## src/rtl/store_buffer_pkg.sv

```systemverilog
// Shared types and sizing helpers for the posted-write store buffer.
package store_buffer_pkg;

   localparam int SB_DEPTH  = 4;
   localparam int SB_ADDR_W = 32;
   localparam int SB_DATA_W = 32;

   typedef struct packed {
      logic                 valid;
      logic [SB_ADDR_W-1:0] addr;
      logic [SB_DATA_W-1:0] data;
   } sb_entry_t;

   // Occupancy counter must hold 0..depth inclusive so full and empty differ.
   function automatic int cnt_width(input int depth);
      return $clog2(depth + 1);
   endfunction

endpackage

```

## src/rtl/store_buffer_if.sv

```systemverilog
// CPU-side load/store port and data-memory port of the store buffer.
interface store_buffer_if
   import store_buffer_pkg::*;
#(
   parameter int ADDR_W = SB_ADDR_W,
   parameter int DATA_W = SB_DATA_W
);

   logic              in_ctrl_read;
   logic              in_ctrl_write;
   logic [ADDR_W-1:0] in_addr;
   logic [DATA_W-1:0] in_data;
   logic [DATA_W-1:0] out_data;
   logic              out_data_valid;
   logic              out_stall;
   logic              out_empty;
   logic              out_mem_read;
   logic              out_mem_write;
   logic [ADDR_W-1:0] out_mem_addr;
   logic [DATA_W-1:0] out_mem_data;
   logic [DATA_W-1:0] in_mem_data;

   modport slave (
      input  in_ctrl_read, in_ctrl_write, in_addr, in_data, in_mem_data,
      output out_data, out_data_valid, out_stall, out_empty,
             out_mem_read, out_mem_write, out_mem_addr, out_mem_data
   );

   modport master (
      output in_ctrl_read, in_ctrl_write, in_addr, in_data, in_mem_data,
      input  out_data, out_data_valid, out_stall, out_empty,
             out_mem_read, out_mem_write, out_mem_addr, out_mem_data
   );

endinterface

```

## src/rtl/store_buffer_cam.sv

```systemverilog
// Youngest-first address match over the queued store entries.
module store_buffer_cam
   import store_buffer_pkg::*;
#(
   parameter  int DEPTH = SB_DEPTH,
   localparam int PTR_W = $clog2(DEPTH),
   localparam int CNT_W = cnt_width(DEPTH)
) (
   input  sb_entry_t            entries [DEPTH],
   input  logic [PTR_W-1:0]     head,
   input  logic [CNT_W-1:0]     count,
   input  logic [SB_ADDR_W-1:0] in_addr,
   output logic                 hit,
   output logic [SB_DATA_W-1:0] hit_data
);

   // Walk oldest to youngest so a later match overrides an earlier one.
   always_comb begin
      hit      = 1'b0;
      hit_data = '0;
      for (int i = 0; i < DEPTH; i++) begin
         if ((CNT_W'(i) < count) &&
             entries[head + PTR_W'(i)].valid &&
             (entries[head + PTR_W'(i)].addr == in_addr)) begin
            hit      = 1'b1;
            hit_data = entries[head + PTR_W'(i)].data;
         end
      end
   end

endmodule

```

## src/rtl/store_buffer.sv

```systemverilog
// Posted-write buffer: queues CPU stores, drains them when the memory port
// is idle, and forwards queued data to loads that hit.
module store_buffer
   import store_buffer_pkg::*;
#(
   parameter int DEPTH  = SB_DEPTH,
   parameter int ADDR_W = SB_ADDR_W,
   parameter int DATA_W = SB_DATA_W
) (
   input logic           clk,
   input logic           in_rst_n,
   store_buffer_if.slave bus
);

   localparam int               PTR_W    = $clog2(DEPTH);
   localparam int               CNT_W    = cnt_width(DEPTH);
   localparam logic [CNT_W-1:0] FULL_CNT = CNT_W'(DEPTH);

   sb_entry_t         entries [DEPTH];
   logic [PTR_W-1:0]  head;
   logic [PTR_W-1:0]  tail;
   logic [CNT_W-1:0]  count;

   logic              hit;
   logic [DATA_W-1:0] hit_data;
   logic [ADDR_W-1:0] head_addr;
   logic              rd_en;
   logic              miss;
   logic              full;
   logic              accept;
   logic              drain;

   logic              rd_valid_q;
   logic              sel_hit_q;
   logic [DATA_W-1:0] hit_data_q;
   logic [DATA_W-1:0] hold_q;
   logic [DATA_W-1:0] rd_data;

   store_buffer_cam #(.DEPTH(DEPTH)) u_cam (
      .entries  (entries),
      .head     (head),
      .count    (count),
      .in_addr  (bus.in_addr),
      .hit      (hit),
      .hit_data (hit_data)
   );

   // Loads are masked during reset so no memory read escapes while held.
   assign rd_en  = bus.in_ctrl_read & in_rst_n;
   assign miss   = rd_en & ~hit;
   assign full   = (count == FULL_CNT);
   assign accept = bus.in_ctrl_write & ~bus.in_ctrl_read & ~full;
   assign drain  = ~miss & (count != '0);

   assign head_addr = entries[head].addr;

   assign bus.out_stall     = bus.in_ctrl_write & (bus.in_ctrl_read | full);
   assign bus.out_empty     = (count == '0);
   assign bus.out_mem_read  = miss;
   assign bus.out_mem_write = drain;
   assign bus.out_mem_addr  = miss ? bus.in_addr : head_addr;
   assign bus.out_mem_data  = entries[head].data;

   always_ff @(posedge clk or negedge in_rst_n) begin
      if (!in_rst_n) begin
         head  <= '0;
         tail  <= '0;
         count <= '0;
         for (int i = 0; i < DEPTH; i++) begin
            entries[i] <= '0;
         end
      end else begin
         // Full check uses the pre-drain count, so a same-cycle pop never
         // lets a store in while the buffer reads as full.
         if (accept) begin
            entries[tail] <= '{valid: 1'b1, addr: bus.in_addr, data: bus.in_data};
            tail          <= tail + 1'b1;
         end
         if (drain) begin
            entries[head].valid <= 1'b0;
            head                <= head + 1'b1;
         end
         count <= count + CNT_W'(accept) - CNT_W'(drain);
      end
   end

   always_ff @(posedge clk or negedge in_rst_n) begin
      if (!in_rst_n) begin
         rd_valid_q <= 1'b0;
         sel_hit_q  <= 1'b0;
         hit_data_q <= '0;
         hold_q     <= '0;
      end else begin
         rd_valid_q <= rd_en;
         if (rd_en) begin
            sel_hit_q <= hit;
         end
         if (rd_en && hit) begin
            hit_data_q <= hit_data;
         end
         if (rd_valid_q) begin
            hold_q <= rd_data;
         end
      end
   end

   // Memory read data arrives one clock late, aligned with rd_valid_q.
   assign rd_data            = sel_hit_q ? hit_data_q : bus.in_mem_data;
   assign bus.out_data       = rd_valid_q ? rd_data : hold_q;
   assign bus.out_data_valid = rd_valid_q;

endmodule
```

## src/flat_wrapper.sv

```systemverilog
// flat-port wrapper written by rule: the top's interface ports become plain ports
module store_buffer_flat import store_buffer_pkg::*;
#(
   parameter int DEPTH  = SB_DEPTH,
   parameter int ADDR_W = SB_ADDR_W,
   parameter int DATA_W = SB_DATA_W
)
  (clk, in_rst_n, bus_in_ctrl_read, bus_in_ctrl_write, bus_in_addr, bus_in_data, bus_in_mem_data, bus_out_data, bus_out_data_valid, bus_out_stall, bus_out_empty, bus_out_mem_read, bus_out_mem_write, bus_out_mem_addr, bus_out_mem_data);
  store_buffer_if #(.ADDR_W(ADDR_W), .DATA_W(DATA_W)) bus_i ();
  input logic clk;
  input logic in_rst_n;
  input wire logic [$bits(bus_i.in_ctrl_read)-1:0] bus_in_ctrl_read;
  input wire logic [$bits(bus_i.in_ctrl_write)-1:0] bus_in_ctrl_write;
  input wire logic [$bits(bus_i.in_addr)-1:0] bus_in_addr;
  input wire logic [$bits(bus_i.in_data)-1:0] bus_in_data;
  input wire logic [$bits(bus_i.in_mem_data)-1:0] bus_in_mem_data;
  output wire logic [$bits(bus_i.out_data)-1:0] bus_out_data;
  output wire logic [$bits(bus_i.out_data_valid)-1:0] bus_out_data_valid;
  output wire logic [$bits(bus_i.out_stall)-1:0] bus_out_stall;
  output wire logic [$bits(bus_i.out_empty)-1:0] bus_out_empty;
  output wire logic [$bits(bus_i.out_mem_read)-1:0] bus_out_mem_read;
  output wire logic [$bits(bus_i.out_mem_write)-1:0] bus_out_mem_write;
  output wire logic [$bits(bus_i.out_mem_addr)-1:0] bus_out_mem_addr;
  output wire logic [$bits(bus_i.out_mem_data)-1:0] bus_out_mem_data;
  assign bus_i.in_ctrl_read = bus_in_ctrl_read;
  assign bus_i.in_ctrl_write = bus_in_ctrl_write;
  assign bus_i.in_addr = bus_in_addr;
  assign bus_i.in_data = bus_in_data;
  assign bus_i.in_mem_data = bus_in_mem_data;
  assign bus_out_data = bus_i.out_data;
  assign bus_out_data_valid = bus_i.out_data_valid;
  assign bus_out_stall = bus_i.out_stall;
  assign bus_out_empty = bus_i.out_empty;
  assign bus_out_mem_read = bus_i.out_mem_read;
  assign bus_out_mem_write = bus_i.out_mem_write;
  assign bus_out_mem_addr = bus_i.out_mem_addr;
  assign bus_out_mem_data = bus_i.out_mem_data;
  store_buffer #(.DEPTH(DEPTH), .ADDR_W(ADDR_W), .DATA_W(DATA_W)) u_core (.clk(clk), .in_rst_n(in_rst_n), .bus(bus_i));
endmodule
```

## config.mk

```make
export PLATFORM = sky130hd
export DESIGN_NAME = store_buffer_flat
export DESIGN_NICKNAME = d
export VERILOG_FILES = /design/src/rtl/store_buffer_pkg.sv /design/src/rtl/store_buffer_if.sv /design/src/rtl/store_buffer_cam.sv /design/src/rtl/store_buffer.sv /design/src/flat_wrapper.sv
export SDC_FILE = /design/constraint.sdc
export NUM_CORES = 1
export LEC_CHECK = 0
export CAP_MARGIN = 20
export CORE_ASPECT_RATIO = 0.8
export CORE_UTILIZATION = 55
export DETAILED_ROUTE_END_ITERATION = 6
export PLACE_DENSITY = 0.74
export REMOVE_ABC_BUFFERS = 1
export SYNTH_ARGS = -nofsm -noshare
export SYNTH_HDL_FRONTEND = slang
export SYNTH_SLANG_ARGS = --single-unit
```

## constraint.sdc

```tcl
create_clock -name clk -period 7.66 [get_ports clk]
set_clock_uncertainty 0.15 [all_clocks]
set_input_delay 1.532 -clock clk [delete_from_list [all_inputs] [get_ports clk]]
set_output_delay 1.532 -clock clk [all_outputs]
set_load 0.01 [all_outputs]
```

==> impl_results.md, run 1 <==
* Post-CTS resize count at 0
* Filler instances at 3046
* Post-route minimum period at 7.37 ns
* Clk slew on worst S/H paths at 0.06 ns
* Sw frac at 43.3%
* Gpl congestion at 1.05
* Most frequent cell after synthesis: dfrtp_1
* Chip width at 228 µm
* Crit path DAT at 5.69 ns
* Cell taking the most area after synthesis: dfrtp_1
* Outcome: finished clean
* Share of flip-flops with an asynchronous set or reset at 100%
* Yosys Warn Count at 0
* Netlist cell types at 64
* Sequential cell fraction of total power at 25.4%
* H-tree depth at 2
* Hold Crit Class: reg -> reg
* Least-Margin Pin Slew at 1.11 ns
* DRC at 0
* CP cell instances: buf_12 > buf_4 > mux2i_1 > xor2_1 > mux2i_1 > or4b_2 > nor4_1 > a32o_1 > nor4bb_4 > buf_12 > or2_1 > inv_1 > clkdlybuf4s50_1
* Final TNS setup at 0 ns
* Int Pwr at 7.38 mW
* Vias at 18012
* Worst rel slew slack at 26.2%
* Root buf cell: clkbuf_16
* Nets at 2225
* Worst-path fanout max at 110
* Per-cell routed wire length at 25.7 µm
* Sequential area share after synthesis at 36.9%
* Setup crit start kind: register
* Crit path kind: reg -> out
* Net switching power at 5.64 mW
* Total setup buffers inserted after CTS at 0
* Total die area at 0.0418 mm²
* Clk_lat worst skew at 0.53 ns
* Routed Antenna Nets at 0
* Synth Cell Area at 0.0226 mm²
* Core area at 0.0399 mm²
* Max cap viols at 0
* Post-DP HPWL at 46.9 mm
* Synth top area share at 36.9%
* Final Hold Violating Endpoints at 0
* RSZ-0062 raised after global routing: no
* # rows at 65
* Initial antenna violation count at 2
* Worst path max stage delay at 0.86 ns
* WP data required at 5.98 ns
* Metal2 WL at 31.5 mm
* Design Area, Final at 0.0261 mm²
* Overflow after GRT at 0
* First-pass GRT wire length at 106 mm
* Vias in the first global route at 17580
* Synth Flop Type: dfrtp_1
* Initial Util at 56.5%
* Pin count of the biggest net entering global routing at 159
* Area grow syn2layout at 15.7%
* CP endpoint kind: output port
* Clock power share at 13.5%
* Cts hold-fix bufs at 0
* Max-slew violations at 0
* Final setup fails at 0
* Clock sink count at 333
* Leakage at 10.8 nW
* Cells after Synth at 2012
* # IOs at 201
* Achievable frequency at 136 MHz
* Detailed Route Iter0 Violations at 1952
* Avg Cell Area, Syn at 11.2 µm²
* Fin crit share at 96.2%
* PD cells at 499 mW/mm²
* Vias per std cell at 6.74
* DR top layer: met5
* Met3 wire length at 5.91 mm
* Slowest CP cell: buf_4
* CTS tree: done
* CTS Buf Count at 37
* M1 WL at 29.5 mm
* Post-synth top cells: 333 x dfrtp_1, 279 x mux2_2, 164 x mux2i_1
* Die span in y at 183 µm
* Layout cells sized above 1 at 25.0%
* Gr usage total at 32.8%
* EDFF count, synth at 0
* CTS Buffer Depth at 3
* Yosys reg bits at 333
* Largest cells by area after synthesis: dfrtp_1 37%, mux4_2 14%, mux2_2 14%, mux2i_1 7.3%, xnor2_1 3.6%
* Worst vdd ir at 0.386 mV
* Routed WL at 68.6 mm
* Logic pwr share at 61.1%
* Drt first pass iters at 6
* Placed cell area at 0.0249 mm²
* Port Buffers at 200
## worst max-delay path, delay by kind of cell (launching register included)
family | cells | cell delay (ns)
AO/OA/AOI/OAI | 1 | 0.23
XOR/XNOR | 1 | 0.28
buffers and inverters | 5 | 2.22
flip-flops | 1 | 0.42
multiplexers | 2 | 0.44
AND/OR/NAND/NOR | 4 | 1.37
## cells in the final DEF, fill, tap and decap left out, drive strengths merged, types with 17 or more instances in the layout
cell / count
nand4: 35
nand3: 18
o22ai: 17
dfrtp: 333
nor2: 84
mux2: 279
clkdlybuf4s50: 199
clkbuf: 49
a21oi: 81
inv: 47
buf: 39
nand2b: 33
mux2i: 164
mux4: 142
o21ai: 161
nand2: 128
a21o: 32
xnor2: 93
a221oi: 35
## worst paths after layout
| check | startpoint | endpoint | slack (ns) | cells after the start |
|---|---|---|---|---|
| setup reg to reg | u_core.head[0] | u_core.hit_data_q[7] | 1.41 | 14 |
| hold reg to reg | u_core.hit_data_q[29] | u_core.hit_data_q[29] | 0.35 | 2 |
| hold / removal | u_core.hit_data_q[29] | u_core.hit_data_q[29] | 0.35 | 2 |
| max in group asynchronous | in_rst_n | asynchronous set/reset pin | 4.63 | 4 |
| setup / recovery | u_core.head[1] | bus_out_mem_write | 0.29 | 13 |
| min in group asynchronous | in_rst_n | u_core.hold_q[1] | 0.81 | 1 |
## cell type report
type / instances / area [µm²] / share of cell area [%]
Clock buffer: 49 / 1040 / 3.99
Antenna cell: 1 / 2.50 / 0.00959
Sequential cell: 333 / 8340 / 32.0
Tap cell: 536 / 671 / 2.57
Multi-Input combinational cell: 1457 / 13400 / 51.2
Inverter: 45 / 169 / 0.647
Timing Repair Buffer: 238 / 2390 / 9.15
Clock inverter: 13 / 136 / 0.522
## power by group through the flow
stage	clock, mW	sequential (mW)	combinational, mW
after CTS	1.79	3.27	7.82
after floorplan	0	3.38	5.60
after global placement	0	3.19	7.63
final	1.76	3.31	7.95
after global routing	1.87	3.40	8.44
after detailed placement	0	3.29	7.76
## routing by layer
| metal | GRT usage [%] | up-vias |
|---|---|---|
| met5 | 0 | - |
| met4 | 9.15 | 2 |
| met3 | 6.86 | 123 |
| met2 | 50.5 | 842 |
| met1 | 47.2 | 9268 |
| li1 | - | 7777 |
## metrics by stage
step | instances | utilization [%] | hold WS [ns] | worst slack, ns | power (mW)
after floorplan | 1835 | - | 0.312 | -15.95 | 8.98
after global placement | 2607 | 62.3 | 0.332 | 0.663 | 10.8
after detailed placement | 2607 | 62.3 | 0.335 | 0.615 | 11.1
after CTS | 2669 | 65.2 | 0.351 | 0.368 | 12.9
after global routing | 2672 | 65.4 | 0.375 | 0.121 | 13.7
final | 2672 | 65.4 | 0.348 | 0.288 | 13.0
## kinds of logic after synthesis
group | after synthesis | share of synthesized area [%]
mux | 585 | 35.4
xor+xnor | 105 | 4.08
fa+ha+maj | 13 | 0.754
simple gates | 358 | 7.56
flops | 333 | 36.9
compound gates | 396 | 11.1
buf+inv | 222 | 4.19
(Power assumes the default switching activity.)
==> inputs of run 2 (changes only) <==
Settings changed: SLEW_MARGIN set to 20.
Clock period 7.66 ns to 8.2 ns, I/O delays scaled along.
==> impl_results.md, run 2 (synthesis gave the netlist of run 1 again) <==
* Crit path buf inv count at 4
* Detailed Route Iter0 Violations at 1602
* Clock sink count at 333
* DR top layer: met5
* Metal2 WL at 30.4 mm
* # IOs at 201
* Pin count of the biggest net entering global routing at 91
* Initial Util at 56.5%
* Port Buffers at 200
* Cts hold-fix bufs at 0
* Total power at 12.1 mW
* Final setup fails at 0
* Least-Margin Pin Slew at 1.12 ns
* Final TNS setup at 0 ns
* Slowest CP cell: buf_4
* Leading cell type in the layout, fill and taps excluded: dfrtp_1
* Die span in y at 183 µm
* Routed WL at 67.1 mm
* Worst rel slew slack at 25.2%
* Total setup buffers inserted after CTS at 0
* Gpl congestion at 1.02
* DRC at 0
* Layout cells sized above 1 at 24.9%
* Area grow syn2layout at 15.7%
* Commonest cells after routing, fill and taps aside: 329 x dfrtp_1, 279 x mux2_2, 199 x clkdlybuf4s50_1
* Drt first pass iters at 6
* Reg2reg end: u_core.hit_data_q[17]
* Clk slew on worst S/H paths at 0.07 ns
* First-pass GRT wire length at 105 mm
* Max cap viols at 0
* Vias in the first global route at 17596
* Vias at 17813
* CTS Buf Count at 37
* CTS tree: done
* Worst path max stage delay at 0.69 ns
* WP data required at 6.41 ns
* Worst Hold Depth at 2
* Worst-path fanout max at 57
* Root buf cell: clkbuf_16
* Hold endpoint: u_core.hit_data_q[1]
* Post-DP HPWL at 46.2 mm
* Chip width at 228 µm
* Achievable frequency at 132 MHz
* Top delay family on crit path: buffers and inverters
* Max-slew violations at 0
* Clk_lat worst skew at 0.54 ns
* CTS Buffer Depth at 3
* # rows at 65
* Leakage at 10.8 nW
* Hold Crit Class: reg -> reg
* Core area at 0.0399 mm²
* Critical hold path startpoint: u_core.hit_data_q[1]
* Vias per std cell at 6.65
* Routed Antenna Nets at 0
* Reg2Reg Launch Point: u_core.head[0]
* CP cell instances: buf_4 > buf_4 > mux2i_1 > a21oi_1 > a21oi_1 > or4_1 > nor4_1 > a32o_1 > nor4bb_4 > buf_12 > mux2_2 > clkdlybuf4s50_1
* Worst vdd ir at 0.313 mV
* Filler instances at 3088
* Met3 wire length at 5.81 mm
* Overflow after GRT at 0
* Fin crit share at 92.1%
* H-tree depth at 2
* Initial antenna violation count at 2
* Per-cell routed wire length at 25.1 µm
* Post-route minimum period at 7.56 ns
* Final Hold Violating Endpoints at 0
* M1 WL at 29.1 mm
* RSZ-0062 raised after global routing: no
* CP endpoint kind: output port
* Setup crit start kind: register
* Outcome: finished clean
* Crit path DAT at 5.77 ns
* Nets at 2225
* Worst r2r path cells at 14
* Total die area at 0.0418 mm²
* Post-CTS resize count at 0
* Crit path kind: reg -> out
* FF-to-FF setup slack at 1.72 ns
* PD cells at 464 mW/mm²
* Gr usage total at 32.2%
## run 2: final cells by class
cell class | count | area [µm²] | area share (%)
Antenna cell | 1 | 2.50 | 0.00959
Clock buffer | 57 | 1100 | 4.22
Clock inverter | 10 | 140 | 0.537
Inverter | 45 | 169 | 0.647
Multi-Input combinational cell | 1457 | 13400 | 51.2
Sequential cell | 333 | 8350 | 32.0
Tap cell | 536 | 671 | 2.57
Timing Repair Buffer | 238 | 2310 | 8.85
## run 2: routing by layer
metal | global-route usage [%] | up-vias
li1 | - | 7762
met1 | 47.1 | 9071
met2 | 49.4 | 843
met3 | 5.55 | 135
met4 | 9.83 | 2
met5 | 0 | -
## run 2: through the flow
step | utilization (%) | hold slack (ns) | area [µm²] | std cells | worst slack, ns
4_1_cts | 65.3 | 0.354 | 26100 | 2676 | 0.730
5_1_grt | 65.3 | 0.378 | 26100 | 2677 | 0.507
2_1_floorplan | - | 0.312 | 21800 | 1835 | -15.52
3_5_place_dp | 62.2 | 0.338 | 24800 | 2609 | 1.04
3_3_place_gp | 62.2 | 0.332 | 24800 | 2609 | 1.06
6_report | 65.3 | 0.349 | 26100 | 2677 | 0.644
## run 2: worst max path at each step
stage | start | end | slack (ns) | cells past startpoint
floorplan | u_core.head[0] | bus_out_mem_addr[15] | -15.52 | 10
global placement | bus_in_addr[9] | bus_out_mem_addr[10] | 1.06 | 11
detailed placement | bus_in_addr[28] | bus_out_mem_addr[10] | 1.04 | 11
CTS | u_core.head[0] | bus_out_mem_addr[10] | 0.73 | 11
global route | u_core.head[0] | bus_out_mem_addr[10] | 0.51 | 11
finish | u_core.head[1] | bus_out_mem_addr[10] | 0.64 | 12
## run 2: power breakdown
| part | internal [mW] | switching (mW) | total [mW] |
|---|---|---|---|
| clock network | 1.02 | 0.700 | 1.72 |
| logic | 3.59 | 3.67 | 7.26 |
| registers | 2.32 | 0.798 | 3.12 |
## run 2: worst register-to-register path, delay by kind of cell, from the launching register on
kind,cells,cell delay (ns)
and+or+nand+nor,3,1.43
adders and majority gates,1,0.80
muxes,1,0.56
xor gates and xnor gates,1,0.37
buffers and inverters,4,1.40
AOI/OAI and AO/OA,4,0.97
DFF,1,0.71
==> inputs of run 3 (changes only) <==
Settings changed: CTS_BUF_LIST set to sky130_fd_sc_hd__clkbuf_4 sky130_fd_sc_hd__clkbuf_8 sky130_fd_sc_hd__clkbuf_16.
==> impl_results.md, run 3 (synthesis gave the netlist of run 1 again) <==
* Outcome: finished clean
* # IOs at 201
* Setup crit start kind: register
* Initial antenna violation count at 2
* Fin crit share at 91.5%
* Clock power share at 14.4%
* Leading cell type in the layout, fill and taps excluded: dfrtp_1
* Worst Hold Depth at 2
* Crit path DAT at 5.72 ns
* RSZ-0062 raised after global routing: no
* Clk slew on worst S/H paths at 0.06 ns
* Port Buffers at 200
* Routed WL at 67.0 mm
* Final setup fails at 0
* Layout cells sized above 1 at 25.4%
* Vias in the first global route at 17659
* Initial Util at 56.5%
* Post-route minimum period at 7.51 ns
* Vias per std cell at 6.67
* Clock sink count at 333
* Post-DP HPWL at 46.2 mm
* Die span in y at 183 µm
* H-tree depth at 2
* FF-to-FF setup slack at 1.71 ns
* Worst path max stage delay at 0.68 ns
* Drt first pass iters at 5
* CTS Buf Count at 37
* Net switching power at 5.17 mW
* CP cell instances: buf_4 > buf_4 > mux2i_1 > a21oi_1 > a21oi_1 > or4_1 > nor4_1 > a32o_1 > nor4bb_4 > buf_12 > mux2_2 > clkdlybuf4s50_1
* Chip width at 228 µm
* Sequential cell fraction of total power at 25.7%
* DRC at 0
* Total setup buffers inserted after CTS at 0
* First-pass GRT wire length at 105 mm
* Gr usage total at 32.2%
* Top delay family on crit path: buffers and inverters
* Worst r2r path cells at 14
* PD cells at 464 mW/mm²
* Hold endpoint: u_core.hit_data_q[1]
* Gpl congestion at 1.02
* Core area at 0.0399 mm²
* Max-slew violations at 0
* Worst vdd ir at 0.315 mV
* Detailed Route Iter0 Violations at 1850
* Sw frac at 42.6%
* CTS tree: done
* CP endpoint kind: output port
* Slowest CP cell: buf_4
* CP Depth at 12
* PnR worst setup slack at 0.693 ns
* Crit path buf inv count at 4
* Achievable frequency at 133 MHz
* Nets at 2225
* Final Hold Violating Endpoints at 0
* Max cap viols at 0
* Cts hold-fix bufs at 0
* Filler instances at 3080
* Post-CTS resize count at 0
* Reg2reg end: u_core.hit_data_q[17]
* Area grow syn2layout at 15.9%
* Routed Antenna Nets at 0
* Reg2Reg Launch Point: u_core.head[0]
* Vias at 17855
* Hold Crit Class: reg -> reg
* Pin count of the biggest net entering global routing at 91
* # rows at 65
* WP data required at 6.41 ns
* Int Pwr at 6.97 mW
* Overflow after GRT at 0
* Root buf cell: clkbuf_16
* Final TNS setup at 0 ns
* Logic pwr share at 59.9%
* Total die area at 0.0418 mm²
* Least-Margin Pin Slew at 1.14 ns
* Place WS at 1.04 ns
* Leakage at 10.8 nW
* Crit path kind: reg -> out
* Worst-path fanout max at 57
* Per-cell routed wire length at 25.0 µm
* CTS Buffer Depth at 3
* Worst rel slew slack at 23.8%
* Clk_lat worst skew at 0.53 ns
* Critical hold path startpoint: u_core.hit_data_q[1]
* Commonest cells after routing, fill and taps aside: 329 x dfrtp_1, 279 x mux2_2, 199 x clkdlybuf4s50_1
==> run 3: cell count changes in the layout (fill, tap and decap cells not counted) <==
| cell | delta |
|---|---|
| clkbuf_4 | +10 |
| clkbuf_1 | -10 |
==> run 3: cell type report <==
type / count / area [µm²] / share of cell area, %
diodes: 1 / 2.50 / 0.00958
inverters: 45 / 169 / 0.646
multi-input cells: 1457 / 13400 / 51.1
well taps: 536 / 671 / 2.57
clock buffers: 57 / 1140 / 4.36
clock inverters: 10 / 140 / 0.536
repair buffers: 238 / 2310 / 8.84
flip-flops and latches: 333 / 8350 / 31.9
==> run 3: layer usage <==
metal,routed length [µm],global-route usage (%),up-vias
li1,-,-,7769
met1,29100,47.3,9095
met3,5600,5.55,136
met5,12,0,-
met4,1790,9.96,2
met2,30500,49.1,853
==> run 3: worst max-delay path by stage <==
| stage | from | to | slack [ns] |
|---|---|---|---|
| floorplan | u_core.head[0] | bus_out_mem_addr[15] | -15.52 |
| global placement | bus_in_addr[9] | bus_out_mem_addr[10] | 1.06 |
| detailed placement | bus_in_addr[28] | bus_out_mem_addr[10] | 1.04 |
| CTS | u_core.head[0] | bus_out_mem_addr[10] | 0.73 |
| global route | u_core.head[0] | bus_out_mem_addr[10] | 0.52 |
| finish | u_core.head[1] | bus_out_mem_addr[10] | 0.69 |
==> run 3: worst min-delay path, stage by stage, from the launching register on <==
cell      delay (ns)
dfrtp_1         0.35
nand2b_1        0.06
o21ai_1         0.06
==> run 3: through the flow <==
step | hold slack [ns] | total power, mW | area (µm²) | utilization, % | instances
after floorplan | 0.312 | 8.53 | 21800 | - | 1835
after global placement | 0.332 | 10.0 | 24800 | 62.2 | 2609
after detailed placement | 0.338 | 10.2 | 24800 | 62.2 | 2609
after CTS | 0.354 | 12.0 | 26100 | 65.4 | 2676
after global routing | 0.378 | 12.8 | 26100 | 65.4 | 2677
final | 0.349 | 12.1 | 26100 | 65.4 | 2677
==> run 3: power by group through the flow <==
stage          logic (mW)  clock network [mW]  registers (mW)
2_1_floorplan        5.36                   0            3.17
3_3_place_gp         7.01                   0            3.01
3_5_place_dp         7.12                   0            3.10
4_1_cts              7.17                1.78            3.08
5_1_grt              7.73                1.85            3.21
6_report             7.26                1.75            3.12
